==> config.mk <==
export PLATFORM = sky130hd
export DESIGN_NAME = twdl_seq_ctrl_flat
export DESIGN_NICKNAME = d
export VERILOG_FILES = /design/src/rtl/twdl_seq_ctrl_if.sv /design/src/rtl/twdl_seq_ctrl.sv /design/src/flat_wrapper.sv
export SDC_FILE = /design/constraint.sdc
export NUM_CORES = 1
export LEC_CHECK = 0
export ABC_CLOCK_PERIOD_IN_PS = 7200
export BUFFER_PORTS_ARGS = -buffer_cell sky130_fd_sc_hd__buf_2
export CORE_AREA = 5 5 166 200
export DETAILED_ROUTE_END_ITERATION = 12
export DIE_AREA = 0 0 171 205
export PLACE_DENSITY = 0.53
export SLEW_MARGIN = 5
export SYNTH_ARGS = -nofsm -noshare
export SYNTH_HDL_FRONTEND = slang
export SYNTH_SLANG_ARGS = --single-unit
==> constraint.sdc <==
create_clock -name clk -period 7.2 [get_ports clk]
set_input_delay 1.08 -clock clk [delete_from_list [all_inputs] [get_ports clk]]
set_output_delay 1.08 -clock clk [all_outputs]
set_load 0.01 [all_outputs]
==> src/rtl/twdl_seq_ctrl_if.sv <==
// Bundle between the radix-stage sequencer, its upstream butterfly source and the twiddle block.
// Latency: wires only; timing is owned by the sequencer.
// Backpressure: bf_rdy gates upstream; the twiddle side has none (in_val/out_val only).
interface twdl_seq_ctrl_if #(
    parameter int W_IDX = 12
);
    logic                   cfg_start;
    logic [2:0]             cfg_factor;
    logic [W_IDX-1:0]       cfg_demontr;
    logic [W_IDX-1:0]       cfg_m;
    logic [W_IDX-1:0]       cfg_nbfly;
    logic                   bf_val;
    logic                   bf_rdy;
    logic                   in_val;
    logic [2:0]             factor;
    logic [0:4][W_IDX-1:0]  twdl_numrtr;
    logic [W_IDX-1:0]       twdl_demontr;
    logic                   out_val;
    logic                   busy;
    logic                   done;
    logic                   err_cfg;
    logic                   err_start;
    logic                   err_timeout;

    // Stimulus side: stage config, upstream butterflies and the twiddle block's return.
    modport master (
        output cfg_start, cfg_factor, cfg_demontr, cfg_m, cfg_nbfly, bf_val, out_val,
        input  bf_rdy, in_val, factor, twdl_numrtr, twdl_demontr, busy, done,
               err_cfg, err_start, err_timeout
    );

    // Sequencer side.
    modport slave (
        input  cfg_start, cfg_factor, cfg_demontr, cfg_m, cfg_nbfly, bf_val, out_val,
        output bf_rdy, in_val, factor, twdl_numrtr, twdl_demontr, busy, done,
               err_cfg, err_start, err_timeout
    );
endinterface

==> src/rtl/twdl_seq_ctrl.sv <==
// Per-stage twiddle sequencer: latches a stage config, issues butterflies with lane numerators, counts returns.
// Latency: cfg_start to bf_rdy 1 cycle; accept to in_val 0 cycles; last out_val to done 1 cycle.
// Backpressure: bf_rdy high only in RUN; the twiddle block cannot stall, so every accept is issued.
module twdl_seq_ctrl #(
    parameter int W_IDX   = 12,
    parameter int TIMEOUT = 64
) (
    input  logic          clk,
    input  logic          rst,
    twdl_seq_ctrl_if.slave bus
);
    localparam int W_TO = $clog2(TIMEOUT + 1);
    // The watchdog fires so that err_timeout appears TIMEOUT cycles after the last out_val.
    localparam logic [W_TO-1:0] IDLE_LIMIT = W_TO'(TIMEOUT - 2);

    typedef enum logic [1:0] {IDLE, RUN, DRAIN, DONE} state_t;

    state_t state_q, state_d;

    logic [2:0]        factor_q;
    logic [W_IDX-1:0]  demontr_q;
    logic [W_IDX-1:0]  m_q;
    logic [W_IDX-1:0]  nbfly_q;
    logic [W_IDX-1:0]  n_q;
    logic [W_IDX-1:0]  iss_cnt_q;
    logic [W_IDX-1:0]  ret_cnt_q;
    logic [W_IDX-1:0]  lane_q [1:4];
    logic [W_TO-1:0]   idle_q;
    logic              err_cfg_q;
    logic              err_start_q;
    logic              err_timeout_q;

    logic [W_IDX+2:0]      cfg_prod;
    logic                  cfg_legal;
    logic                  accept;
    logic                  last_accept;
    logic                  n_wrap;
    logic [W_IDX:0]        ret_sum;
    logic                  drained;
    logic                  timed_out;
    logic                  start_ok;
    logic                  start_bad;
    logic                  start_busy;
    logic                  timeout_hit;
    logic [0:4][W_IDX-1:0] numrtr_d;

    // Config legality and handshake terms; the product is kept full width so a wrapped N is rejected.
    always_comb begin
        cfg_prod    = {{W_IDX{1'b0}}, bus.cfg_factor} * {3'b000, bus.cfg_m};
        cfg_legal   = (bus.cfg_factor >= 3'd2) && (bus.cfg_factor <= 3'd5) &&
                      (bus.cfg_m != '0) && (bus.cfg_nbfly != '0) &&
                      (cfg_prod == {3'b000, bus.cfg_demontr});
        accept      = bus.bf_val && (state_q == RUN);
        last_accept = accept && (iss_cnt_q == nbfly_q - W_IDX'(1));
        n_wrap      = (n_q == m_q - W_IDX'(1));
        ret_sum     = {1'b0, ret_cnt_q} + (W_IDX + 1)'(bus.out_val);
        drained     = ret_sum >= {1'b0, nbfly_q};
        timed_out   = !bus.out_val && (idle_q == IDLE_LIMIT);
    end

    // State register.
    always_ff @(posedge clk) begin
        if (rst) state_q <= IDLE;
        else     state_q <= state_d;
    end

    // Next state and the event strobes that feed the registered error pulses.
    always_comb begin
        state_d     = state_q;
        start_ok    = 1'b0;
        start_bad   = 1'b0;
        start_busy  = 1'b0;
        timeout_hit = 1'b0;
        case (state_q)
            IDLE: begin
                if (bus.cfg_start) begin
                    if (cfg_legal) begin
                        start_ok = 1'b1;
                        state_d  = RUN;
                    end else begin
                        start_bad = 1'b1;
                    end
                end
            end
            RUN: begin
                start_busy = bus.cfg_start;
                if (last_accept) state_d = DRAIN;
            end
            DRAIN: begin
                start_busy = bus.cfg_start;
                if (drained) begin
                    state_d = DONE;
                end else if (timed_out) begin
                    state_d     = IDLE;
                    timeout_hit = 1'b1;
                end
            end
            DONE: begin
                start_busy = bus.cfg_start;
                state_d    = IDLE;
            end
            default: state_d = IDLE;
        endcase
    end

    // Config latch, twiddle index accumulators, issue/return counters and drain watchdog.
    always_ff @(posedge clk) begin
        if (rst) begin
            factor_q  <= '0;
            demontr_q <= '0;
            m_q       <= '0;
            nbfly_q   <= '0;
            n_q       <= '0;
            iss_cnt_q <= '0;
            ret_cnt_q <= '0;
            idle_q    <= '0;
            for (int i = 1; i < 5; i++) lane_q[i] <= '0;
        end else if (start_ok) begin
            factor_q  <= bus.cfg_factor;
            demontr_q <= bus.cfg_demontr;
            m_q       <= bus.cfg_m;
            nbfly_q   <= bus.cfg_nbfly;
            n_q       <= '0;
            iss_cnt_q <= '0;
            ret_cnt_q <= '0;
            idle_q    <= '0;
            for (int i = 1; i < 5; i++) lane_q[i] <= '0;
        end else begin
            if (accept) begin
                iss_cnt_q <= iss_cnt_q + W_IDX'(1);
                // Lane i tracks i*n by adding i per accept; all lanes restart with n at the period end.
                if (n_wrap) begin
                    n_q <= '0;
                    for (int i = 1; i < 5; i++) lane_q[i] <= '0;
                end else begin
                    n_q <= n_q + W_IDX'(1);
                    for (int i = 1; i < 5; i++) lane_q[i] <= lane_q[i] + W_IDX'(i);
                end
            end
            if (bus.out_val && ((state_q == RUN) || (state_q == DRAIN)))
                ret_cnt_q <= ret_cnt_q + W_IDX'(1);
            if ((state_q != DRAIN) || bus.out_val) idle_q <= '0;
            else                                   idle_q <= idle_q + W_TO'(1);
        end
    end

    // One-cycle error pulses, registered from the strobes above.
    always_ff @(posedge clk) begin
        if (rst) begin
            err_cfg_q     <= 1'b0;
            err_start_q   <= 1'b0;
            err_timeout_q <= 1'b0;
        end else begin
            err_cfg_q     <= start_bad;
            err_start_q   <= start_busy;
            err_timeout_q <= timeout_hit;
        end
    end

    // Lane outputs: lane 0 is always zero, lanes at or above the radix are masked.
    always_comb begin
        numrtr_d = '0;
        for (int i = 1; i < 5; i++) begin
            if (i < int'(factor_q)) numrtr_d[i] = lane_q[i];
        end
    end

    assign bus.bf_rdy       = (state_q == RUN);
    assign bus.in_val       = accept;
    assign bus.factor       = factor_q;
    assign bus.twdl_numrtr  = numrtr_d;
    assign bus.twdl_demontr = demontr_q;
    assign bus.busy         = (state_q != IDLE);
    assign bus.done         = (state_q == DONE);
    assign bus.err_cfg      = err_cfg_q;
    assign bus.err_start    = err_start_q;
    assign bus.err_timeout  = err_timeout_q;
endmodule
==> src/flat_wrapper.sv <==
// flat-port wrapper written by rule: the top's interface ports become plain ports
module twdl_seq_ctrl_flat 
#(
    parameter int W_IDX   = 12,
    parameter int TIMEOUT = 64
)
  (clk, rst, bus_cfg_start, bus_cfg_factor, bus_cfg_demontr, bus_cfg_m, bus_cfg_nbfly, bus_bf_val, bus_out_val, bus_bf_rdy, bus_in_val, bus_factor, bus_twdl_numrtr, bus_twdl_demontr, bus_busy, bus_done, bus_err_cfg, bus_err_start, bus_err_timeout);
  twdl_seq_ctrl_if #(.W_IDX(W_IDX)) bus_i ();
  input  logic clk;
  input  logic rst;
  input wire logic [$bits(bus_i.cfg_start)-1:0] bus_cfg_start;
  input wire logic [$bits(bus_i.cfg_factor)-1:0] bus_cfg_factor;
  input wire logic [$bits(bus_i.cfg_demontr)-1:0] bus_cfg_demontr;
  input wire logic [$bits(bus_i.cfg_m)-1:0] bus_cfg_m;
  input wire logic [$bits(bus_i.cfg_nbfly)-1:0] bus_cfg_nbfly;
  input wire logic [$bits(bus_i.bf_val)-1:0] bus_bf_val;
  input wire logic [$bits(bus_i.out_val)-1:0] bus_out_val;
  output wire logic [$bits(bus_i.bf_rdy)-1:0] bus_bf_rdy;
  output wire logic [$bits(bus_i.in_val)-1:0] bus_in_val;
  output wire logic [$bits(bus_i.factor)-1:0] bus_factor;
  output wire logic [$bits(bus_i.twdl_numrtr)-1:0] bus_twdl_numrtr;
  output wire logic [$bits(bus_i.twdl_demontr)-1:0] bus_twdl_demontr;
  output wire logic [$bits(bus_i.busy)-1:0] bus_busy;
  output wire logic [$bits(bus_i.done)-1:0] bus_done;
  output wire logic [$bits(bus_i.err_cfg)-1:0] bus_err_cfg;
  output wire logic [$bits(bus_i.err_start)-1:0] bus_err_start;
  output wire logic [$bits(bus_i.err_timeout)-1:0] bus_err_timeout;
  assign bus_i.cfg_start = bus_cfg_start;
  assign bus_i.cfg_factor = bus_cfg_factor;
  assign bus_i.cfg_demontr = bus_cfg_demontr;
  assign bus_i.cfg_m = bus_cfg_m;
  assign bus_i.cfg_nbfly = bus_cfg_nbfly;
  assign bus_i.bf_val = bus_bf_val;
  assign bus_i.out_val = bus_out_val;
  assign bus_bf_rdy = bus_i.bf_rdy;
  assign bus_in_val = bus_i.in_val;
  assign bus_factor = bus_i.factor;
  assign bus_twdl_numrtr = bus_i.twdl_numrtr;
  assign bus_twdl_demontr = bus_i.twdl_demontr;
  assign bus_busy = bus_i.busy;
  assign bus_done = bus_i.done;
  assign bus_err_cfg = bus_i.err_cfg;
  assign bus_err_start = bus_i.err_start;
  assign bus_err_timeout = bus_i.err_timeout;
  twdl_seq_ctrl #(.W_IDX(W_IDX), .TIMEOUT(TIMEOUT)) u_core (.clk(clk), .rst(rst), .bus(bus_i));
endmodule
==> flow_summary.json, run 1 <==
{
  "design.die.area_um2": 35100,
  "power.density_cell_area_nw_per_um2": 196,
  "vdd_ir_drop_max_v": 0.000157,
  "layout.nets": 1180,
  "grtUsageMet3": 0.0210,
  "mean_syn_cell_area_um2": 9.05,
  "hp-class": "reg -> reg",
  "critPathRequiredTime_ns": 7.25,
  "cts_tree": "yes",
  "cts.path.max_buffers": 2,
  "diodes": 0,
  "chipHeight_um": 205,
  "number_of_buffers_created_by_cts": 17,
  "finalNonFillerCells": 1495,
  "first_global_vias": 6603,
  "ctsHtreeMaxLevel": 4,
  "start_util": 0.287,
  "critPathMaxFanout": 45,
  "initialDrtViolationCount": 346,
  "detail_route.vias_per_cell": 4.65,
  "synth_most_common_cell": "nor2_1",
  "numPlacedInstances": 1463,
  "setup.worst_path.start_class": "primary input",
  "drive_gt1_frac": 0.184,
  "num_vias": 6949,
  "worstSetupPathType": "in -> reg",
  "post-route-worst-setup-slack_ns": 2.00,
  "clk_skew_ns": 0.0136,
  "gr-usage-all-layers": 0.115,
  "hold_path.startpoint": "u_core.idle_q[0]",
  "grt_setup_unrepaired": "false",
  "post_cts_resize_count": 0,
  "most_area_hungry_cell_type_in_the_yosys_netlist": "dfxtp_1",
  "synth.top_cells.by_area": "dfxtp_1, edfxtp_1, xor2_1, ha_1, xnor2_1",
  "clock-sinks": 132,
  "place_congestion": 0.823,
  "ys_dominant_reg_cell": "dfxtp_1",
  "grt.met1_usage": 0.152,
  "fin_setup_tns_ns": 0,
  "dp_slack_ns": 1.54,
  "area_grow_syn2layout_pct": 15.3,
  "drt-pass1-iter-count": 5,
  "synth_sequential_area_ratio": 0.347,
  "io_buffers": 110,
  "cts_root_buffer": "clkbuf_16",
  "asyncSetResetFlopFracSynth": 0,
  "cts_clk_pin_slew_worst_paths_ns": 0.06,
  "post_synth_most_frequent_cells": "nor2_1, dfxtp_1, nand2_1",
  "maxCapViolations": 0,
  "cts.repair_timing.setup_buffer_count": 0,
  "hpwlAfterDp_mm": 15.5,
  "critical_path.max_stage_delay_ns": 0.49,
  "setup_viol": 0,
  "crit_path_start": "bus_cfg_factor[2]",
  "run_status": "completed",
  "tightestPinTransition_ns": 0.907,
  "critical_path.endpoint_type": "flop",
  "insertion_delay_of_the_later_clocked_pin_in_the_worst_skew_pair_ns": 0.42,
  "grt_overflow_total": 0,
  "yosys_register_bits": 132,
  "leakagePower_uw": 0.00443,
  "grt_antenna_before_repair": 2,
  "grt.busiest_layer": "met2",
  "ys_types": 66,
  "final_min_period_over_clock_period": 0.722,
  "finalCriticalPeriod_ns": 5.20,
  "crit_path_cell_trace": "buf_2, and2_1, fa_1, ha_1, fa_1, xor3_1, a31oi_1, o211a_1, o2111ai_1, nor4b_2, a41o_1, buf_4, nand2b_2, buf_4",
  "maxClockFrequency_ghz": 0.192,
  "holdBufCountCts": 0,
  "final-max-slew-violation-count": 0,
  "routed_wirelength_mm": 20.6,
  "dpl_cell_area_um2": 9730,
  "grt_pass1_wl_mm": 33.2,
  "chipWidth_um": 171,
  "synth.yosys.warnings": 0,
  "slowest_stage": "buf_4",
  "finalHoldViolCount": 0,
  "final_design_area_no_fill_um2": 10300,
  "arrival_time_reported_for_the_critical_path_endpoint_ns": 5.24,
  "avgRoutedWirePerCell_um": 13.8,
  "top_area_cell_type_share_of_the_netlist_area": 0.196,
  "route.detailed.drc": 0,
  "max_slew_margin": 0.395,
  "standard_cell_rows": 71,
  "synth-edff-count": 45,
  "grt_start_max_net_pins": 47,
  "global_route.usage.met2": 0.191,
  "detail-route-antenna-nets": 0,
  "final_core_density": 0.331,
  "core_outline_area_um2": 31000,
  "cell_area_after_synthesis_um2": 8900,
  "design.portCount": 126,
  "rr_startpoint": "u_core.m_q[2]",
  "synthesis.instances": 984
}
through the flow:
stage / hold slack, ns / power (µW)
final: 0.493 / 2010
after global routing: 0.522 / 2120
after CTS: 0.496 / 2040
after detailed placement: 0.482 / 1240
after global placement: 0.468 / 1240
after floorplan: 0.441 / 1150
state kept, by name (all words and copies together), names as in the netlist:
register and cells:
u_core.n_q 12, u_core.lane_q 45, u_core.idle_q 7, u_core.m_q 12
u_core.bus.factor 3, u_core.bus.twdl_demontr 12, u_core.nbfly_q 12, u_core.bus.err_timeout 1
u_core.bus.err_start 1, u_core.iss_cnt_q 12, u_core.bus.err_cfg 1, u_core.state_q 2
u_core.ret_cnt_q 12
path summary, 6_finish.rpt:
check	endpoint	slack (ns)	cells past startpoint
max	u_core.lane_q[0][22]	2.00	14
min reg2reg	u_core.idle_q[0]	0.49	1
max reg2reg	u_core.lane_q[0][41]	3.60	9
min	u_core.idle_q[0]	0.49	1
worst max-delay path, delay by kind of cell:
kind | cells | cell delay (ns)
compound gates | 4 | 0.73
fa+ha+maj | 3 | 1.15
buf+inv | 3 | 1.01
simple gates | 3 | 0.86
xor+xnor | 1 | 0.37
where the power goes:
part	switching, µW	total, µW	leakage, µW	internal, µW
Clock	344	795	0.000264	450
Combinational	219	353	0.00300	134
Sequential	46.7	867	0.00117	820
logic make-up (layout without fill, tap and decap cells):
family	count (synthesis)	after routing	synth area share
xor gates and xnor gates	127	127	0.127
DFF	132	132	0.347
adders and majority gates	55	55	0.0866
muxes	43	43	0.0486
AOI/OAI and AO/OA	89	89	0.0673
buffers and inverters	101	197	0.0571
other	1	15	0.000421
and+or+nand+nor	436	436	0.266
layout by cell type, fill, tap and decap left out, types with 33 or more instances in the layout:
cell,Yosys,routed
dfxtp_1,87,87
edfxtp_1,45,45
xnor2_1,54,54
mux2i_1,41,41
nand3_1,48,48
ha_1,44,44
and2_1,33,33
nand2_1,87,87
buf_2,7,110
inv_1,49,49
xor2_1,72,72
nor2_1,116,116
layer usage:
layer  vias to the layer above  routed length [µm]
met3                        18                1060
met5                         -                  14
met1                      3276                9610
met2                       143                9610
met4                         4                 283
li1                       3508                   -
layout make-up:
type | count | area, µm²
fillers | 3232 | 20700
multi-input cells | 765 | 5360
flip-flops and latches | 132 | 3090
repair buffers | 116 | 596
well taps | 401 | 502
clock buffers | 20 | 448
inverters | 49 | 184
clock inverters | 12 | 82.6
Note: power is estimated with default switching activity, not from simulation.
==> inputs of run 2 (changes only) <==
ABC_CLOCK_PERIOD_IN_PS = 5320   (was 7200)
clock period = 5.32 ns   (was 7.2 ns; I/O delays follow)
==> flow_summary.json, run 2 (same netlist as run 1, synthesis figures left out) <==
{
  "num_vias": 6840,
  "cts.path.max_buffers": 2,
  "final_common_cell": "nor2_1",
  "seqPwrFrac": 0.399,
  "drt-pass1-iter-count": 7,
  "largest_register_ffs": 45,
  "post_cts_resize_count": 0,
  "grt_antenna_before_repair": 0,
  "crit_buf_inv": 2,
  "diodes": 0,
  "avgRoutedWirePerCell_um": 13.8,
  "cp_common_cell": "fa_1",
  "leakagePower_uw": 0.00451,
  "power_frac_comb": 0.166,
  "tightestPinTransition_ns": 0.909,
  "start_util": 0.287,
  "top_register": "u_core.lane_q",
  "cts_root_buffer": "clkbuf_16",
  "chipWidth_um": 171,
  "arrival_time_reported_for_the_critical_path_endpoint_ns": 4.80,
  "io_buffers": 110,
  "clk_skew_ns": 0.0134,
  "timing.reg2reg.setup_slack_ns": 2.11,
  "initialDrtViolationCount": 336,
  "routed_wirelength_mm": 20.6,
  "worstSetupPathType": "in -> reg",
  "area_grow_syn2layout_pct": 17.2,
  "run_status": "completed",
  "power.density_cell_area_nw_per_um2": 282,
  "setup.worst_path.start_class": "primary input",
  "maxClockFrequency_ghz": 0.221,
  "crit_path_start": "bus_cfg_factor[1]",
  "final-max-slew-violation-count": 0,
  "design.portCount": 126,
  "ff_to_ff_path_depth": 9,
  "insertion_delay_of_the_later_clocked_pin_in_the_worst_skew_pair_ns": 0.42,
  "crit_path_cell_trace": "buf_2, and2_1, fa_1, ha_1, fa_1, a21o_1, a221o_1, nand4_1, a21boi_0, nor4_2, a41o_1, buf_4, o21bai_1, nor2_1",
  "r2r-end": "u_core.lane_q[0][19]",
  "critical_path.max_stage_delay_ns": 0.45,
  "hpwlAfterDp_mm": 15.7,
  "cts_clk_pin_slew_worst_paths_ns": 0.06,
  "hold_slack_ns": 0.487,
  "gr-usage-all-layers": 0.120,
  "final_min_period_over_clock_period": 0.851,
  "fin_setup_tns_ns": 0,
  "first_global_vias": 6650,
  "total_power_draw_uw": 2940,
  "p_sw_uw": 838,
  "hold-path-endpoint": "u_core.idle_q[0]",
  "critical_path.endpoint_type": "flop",
  "slowest_stage": "nor4_2",
  "critPathTopFamily": "compound AO/OA/AOI/OAI gates",
  "vdd_ir_drop_max_v": 0.000180,
  "core_outline_area_um2": 31000,
  "cts.repair_timing.setup_buffer_count": 0,
  "swShare": 0.285,
  "max_slew_margin": 0.394,
  "most-common-layout-cells": "nor2_1, buf_2, nand2_1, dfxtp_1, xor2_1",
  "hold_path.startpoint": "u_core.idle_q[0]",
  "detail-route-antenna-nets": 0,
  "number_of_buffers_created_by_cts": 17,
  "rr_startpoint": "u_core.m_q[2]",
  "ctsHtreeMaxLevel": 4,
  "place_congestion": 0.774,
  "internal_power_uw": 2100,
  "setup_viol": 0,
  "critPathMaxFanout": 29,
  "clock-sinks": 132,
  "grt_overflow_total": 0,
  "detail_route.vias_per_cell": 4.57,
  "p_clk_frac": 0.435,
  "critPathRequiredTime_ns": 5.59,
  "finalNonFillerCells": 1496,
  "layout.nets": 1181,
  "standard_cell_rows": 71,
  "route.detailed.drc": 0,
  "grt_pass1_wl_mm": 34.4,
  "finalCriticalPeriod_ns": 4.53,
  "drive_gt1_frac": 0.185,
  "cts_tree": "yes",
  "numPlacedInstances": 1464,
  "holdBufCountCts": 0,
  "finalHoldViolCount": 0,
  "grt_start_max_net_pins": 47,
  "grt_setup_unrepaired": "false",
  "design.die.area_um2": 35100,
  "whs_path_depth": 1,
  "hp-class": "reg -> reg",
  "chipHeight_um": 205,
  "maxCapViolations": 0
}
## run 2: changes by cell type in the layout (fill, tap and decap cells not counted)
cell | before | now
inv_6 | 1 | 5
inv_4 | 2 | 1
clkinv_2 | 4 | 1
buf_12 | 0 | 4
clkbuf_16 | 17 | 18
clkbuf_8 | 1 | 2
buf_4 | 6 | 3
bufinv_16 | 0 | 3
clkbuf_2 | 1 | 0
clkbuf_1 | 1 | 0
clkinv_4 | 3 | 2
clkinvlp_4 | 2 | 0
## run 2: cell type report
type	instances	area, µm²
clock buffers	20	478
inverters	49	184
well taps	401	502
repair buffers	117	653
flip-flops and latches	132	3090
multi-input cells	765	5360
clock inverters	12	163
fillers	3208	20600
## run 2: worst register-to-register path, cell delays in order, from the launching register on
cell and delay (ns):
dfxtp_1 0.38, or4_4 0.61, nor4_4 0.27, nand3b_1 0.14, xnor2_1 0.15, nor3_1 0.34
o2111ai_4 0.24, or3b_4 0.54, buf_12 0.25, nor2_4 0.06
## run 2: power groups by stage
stage | clock (µW) | combinational, µW | sequential, µW
after global placement | 0 | 491 | 1190
after CTS | 1320 | 495 | 1170
after detailed placement | 0 | 491 | 1200
after global routing | 1370 | 546 | 1180
after floorplan | 0 | 380 | 1170
final | 1280 | 488 | 1170
## run 2: worst max path at each step
stage / to / slack [ns] / depth (start not counted)
finish: u_core.n_q[6] / 0.79 / 14
global route: u_core.n_q[10] / 0.56 / 14
CTS: u_core.n_q[6] / 0.77 / 14
detailed placement: u_core.n_q[6] / 0.35 / 14
global placement: u_core.n_q[2] / 0.43 / 14
floorplan: u_core.lane_q[0][12] / 0.34 / 13
## run 2: per-layer routing
layer,track usage,vias up,share of wire
li1,-,3519,-
met1,0.162,3174,0.49
met2,0.195,130,0.46
met3,0.0235,17,0.041
met4,0.0351,0,0.013
met5,0,-,0
## run 2: metrics by stage
stage	instance area [µm²]	worst slack [ns]	utilization
5_1_grt	10400	0.564	0.336
6_report	10400	0.793	0.336
3_5_place_dp	9790	0.346	0.316
4_1_cts	10400	0.774	0.336
2_1_floorplan	8960	0.343	-
3_3_place_gp	9790	0.426	0.316
==> inputs of run 3 (changes only) <==
CELL_PAD_IN_SITES_DETAIL_PLACEMENT = 0   (was default)
CELL_PAD_IN_SITES_GLOBAL_PLACEMENT = 1   (was default)
PLACE_DENSITY = 0.64   (was 0.53)
==> flow_summary.json, run 3 (same netlist as run 1, synthesis figures left out) <==
{
  "run_status": "completed",
  "hpwlAfterDp_mm": 16.4,
  "finalNonFillerCells": 1496,
  "finalCriticalPeriod_ns": 4.56,
  "hold_path.startpoint": "u_core.idle_q[0]",
  "worstSetupPathType": "in -> reg",
  "final_common_cell": "nor2_1",
  "power.density_cell_area_nw_per_um2": 275,
  "maxCapViolations": 0,
  "clk_skew_ns": 0.00781,
  "critPathMaxFanout": 22,
  "cts_tree": "yes",
  "max_slew_margin": 0.412,
  "chipHeight_um": 205,
  "routed_wirelength_mm": 21.3,
  "chipWidth_um": 171,
  "maxClockFrequency_ghz": 0.219,
  "final_design_area_no_fill_um2": 10400,
  "drt-pass1-iter-count": 4,
  "final_min_period_over_clock_period": 0.857,
  "standard_cell_rows": 71,
  "largest_register_ffs": 45,
  "multi_input_area_um2": 5360,
  "grt_antenna_before_repair": 1,
  "cts.repair_timing.setup_buffer_count": 0,
  "initialDrtViolationCount": 316,
  "tightestPinTransition_ns": 0.882,
  "rr_startpoint": "u_core.m_q[2]",
  "grt_start_max_net_pins": 47,
  "start_util": 0.287,
  "number_of_buffers_created_by_cts": 17,
  "cts_clk_pin_slew_worst_paths_ns": 0.06,
  "top_register": "u_core.lane_q",
  "gr-usage-all-layers": 0.123,
  "design.portCount": 126,
  "hp-class": "reg -> reg",
  "vdd_ir_drop_max_v": 0.000193,
  "crit_path_start": "bus_cfg_factor[2]",
  "route.detailed.drc": 0,
  "final-max-slew-violation-count": 0,
  "leakagePower_uw": 0.00447,
  "detail_route.vias_per_cell": 4.59,
  "avgRoutedWirePerCell_um": 14.2,
  "cts.path.max_buffers": 2,
  "holdBufCountCts": 0,
  "clock-sinks": 132,
  "critical_path.endpoint_type": "flop",
  "most-common-layout-cells": "nor2_1, buf_2, nand2_1, dfxtp_1, xor2_1",
  "ctsHtreeMaxLevel": 4,
  "drive_gt1_frac": 0.183,
  "grt_overflow_total": 0,
  "insertion_delay_of_the_later_clocked_pin_in_the_worst_skew_pair_ns": 0.42,
  "fin_setup_tns_ns": 0,
  "diodes": 0,
  "dpl_cell_area_um2": 9780,
  "grt_pass1_wl_mm": 34.9,
  "first_global_vias": 6675,
  "post_cts_resize_count": 0,
  "setup.worst_path.start_class": "primary input",
  "layout.nets": 1181,
  "finalHoldViolCount": 0,
  "nFillCells": 3231,
  "hold_slack_ns": 0.481,
  "core_outline_area_um2": 31000,
  "grt_setup_unrepaired": "false",
  "critPathRequiredTime_ns": 5.49,
  "numPlacedInstances": 1464,
  "final_core_density": 0.334,
  "arrival_time_reported_for_the_critical_path_endpoint_ns": 4.73,
  "flip_flop_and_latch_area_um2": 3090,
  "cts_root_buffer": "clkbuf_16",
  "place_congestion": 0.808,
  "area_grow_syn2layout_pct": 16.5,
  "detail-route-antenna-nets": 0,
  "setup_viol": 0,
  "design.die.area_um2": 35100,
  "num_vias": 6861,
  "io_buffers": 110
}
[run 3: path summary, 6_finish.rpt]
path	to	slack, ns	depth (start not counted)
worst min-delay path	u_core.idle_q[0]	0.48	1
worst min register to register	u_core.idle_q[0]	0.48	1
worst max-delay path	u_core.lane_q[0][32]	0.76	14
worst max register to register	u_core.lane_q[0][32]	2.05	9
[run 3: cell type report]
type / count / share of cell area
multi-input combinational: 765 / 0.517
sequential: 132 / 0.298
timing repair buffer: 117 / 0.0618
tap: 401 / 0.0484
clock buffer: 18 / 0.0414
inverter: 49 / 0.0177
clock inverter: 14 / 0.0154
[run 3: critical path, stage by stage]
cell and delay [ns]:
buf_2 0.19, and2_1 0.21, fa_1 0.48, ha_1 0.26, fa_1 0.42, xor3_1 0.37, a31oi_1 0.17, o211a_1 0.17
o2111ai_1 0.11, nor4b_2 0.48, a41o_1 0.34, or3b_4 0.35, buf_12 0.29, nor2_4 0.06
[run 3: per-stage QoR]
| step | setup slack [ns] | power (µW) |
|---|---|---|
| 2_1_floorplan | 0.343 | 1560 |
| 3_5_place_dp | 0.347 | 1690 |
| 4_1_cts | 0.781 | 2900 |
| 3_3_place_gp | 0.416 | 1690 |
| 5_1_grt | 0.600 | 3000 |
| 6_report | 0.763 | 2850 |
[run 3: report_power, final]
part	switching, µW	internal, µW
clock	456	733
sequential	62.2	1110
combinational	302	189
total	820	2030
[run 3: routing by layer]
layer  vias to the layer above  GRT usage  share of wire
met5                         -          0        0.00061
met4                         2     0.0354          0.014
met3                        17     0.0247          0.045
met2                       142      0.204           0.47
met1                      3195      0.163           0.47
li1                       3505          -              -
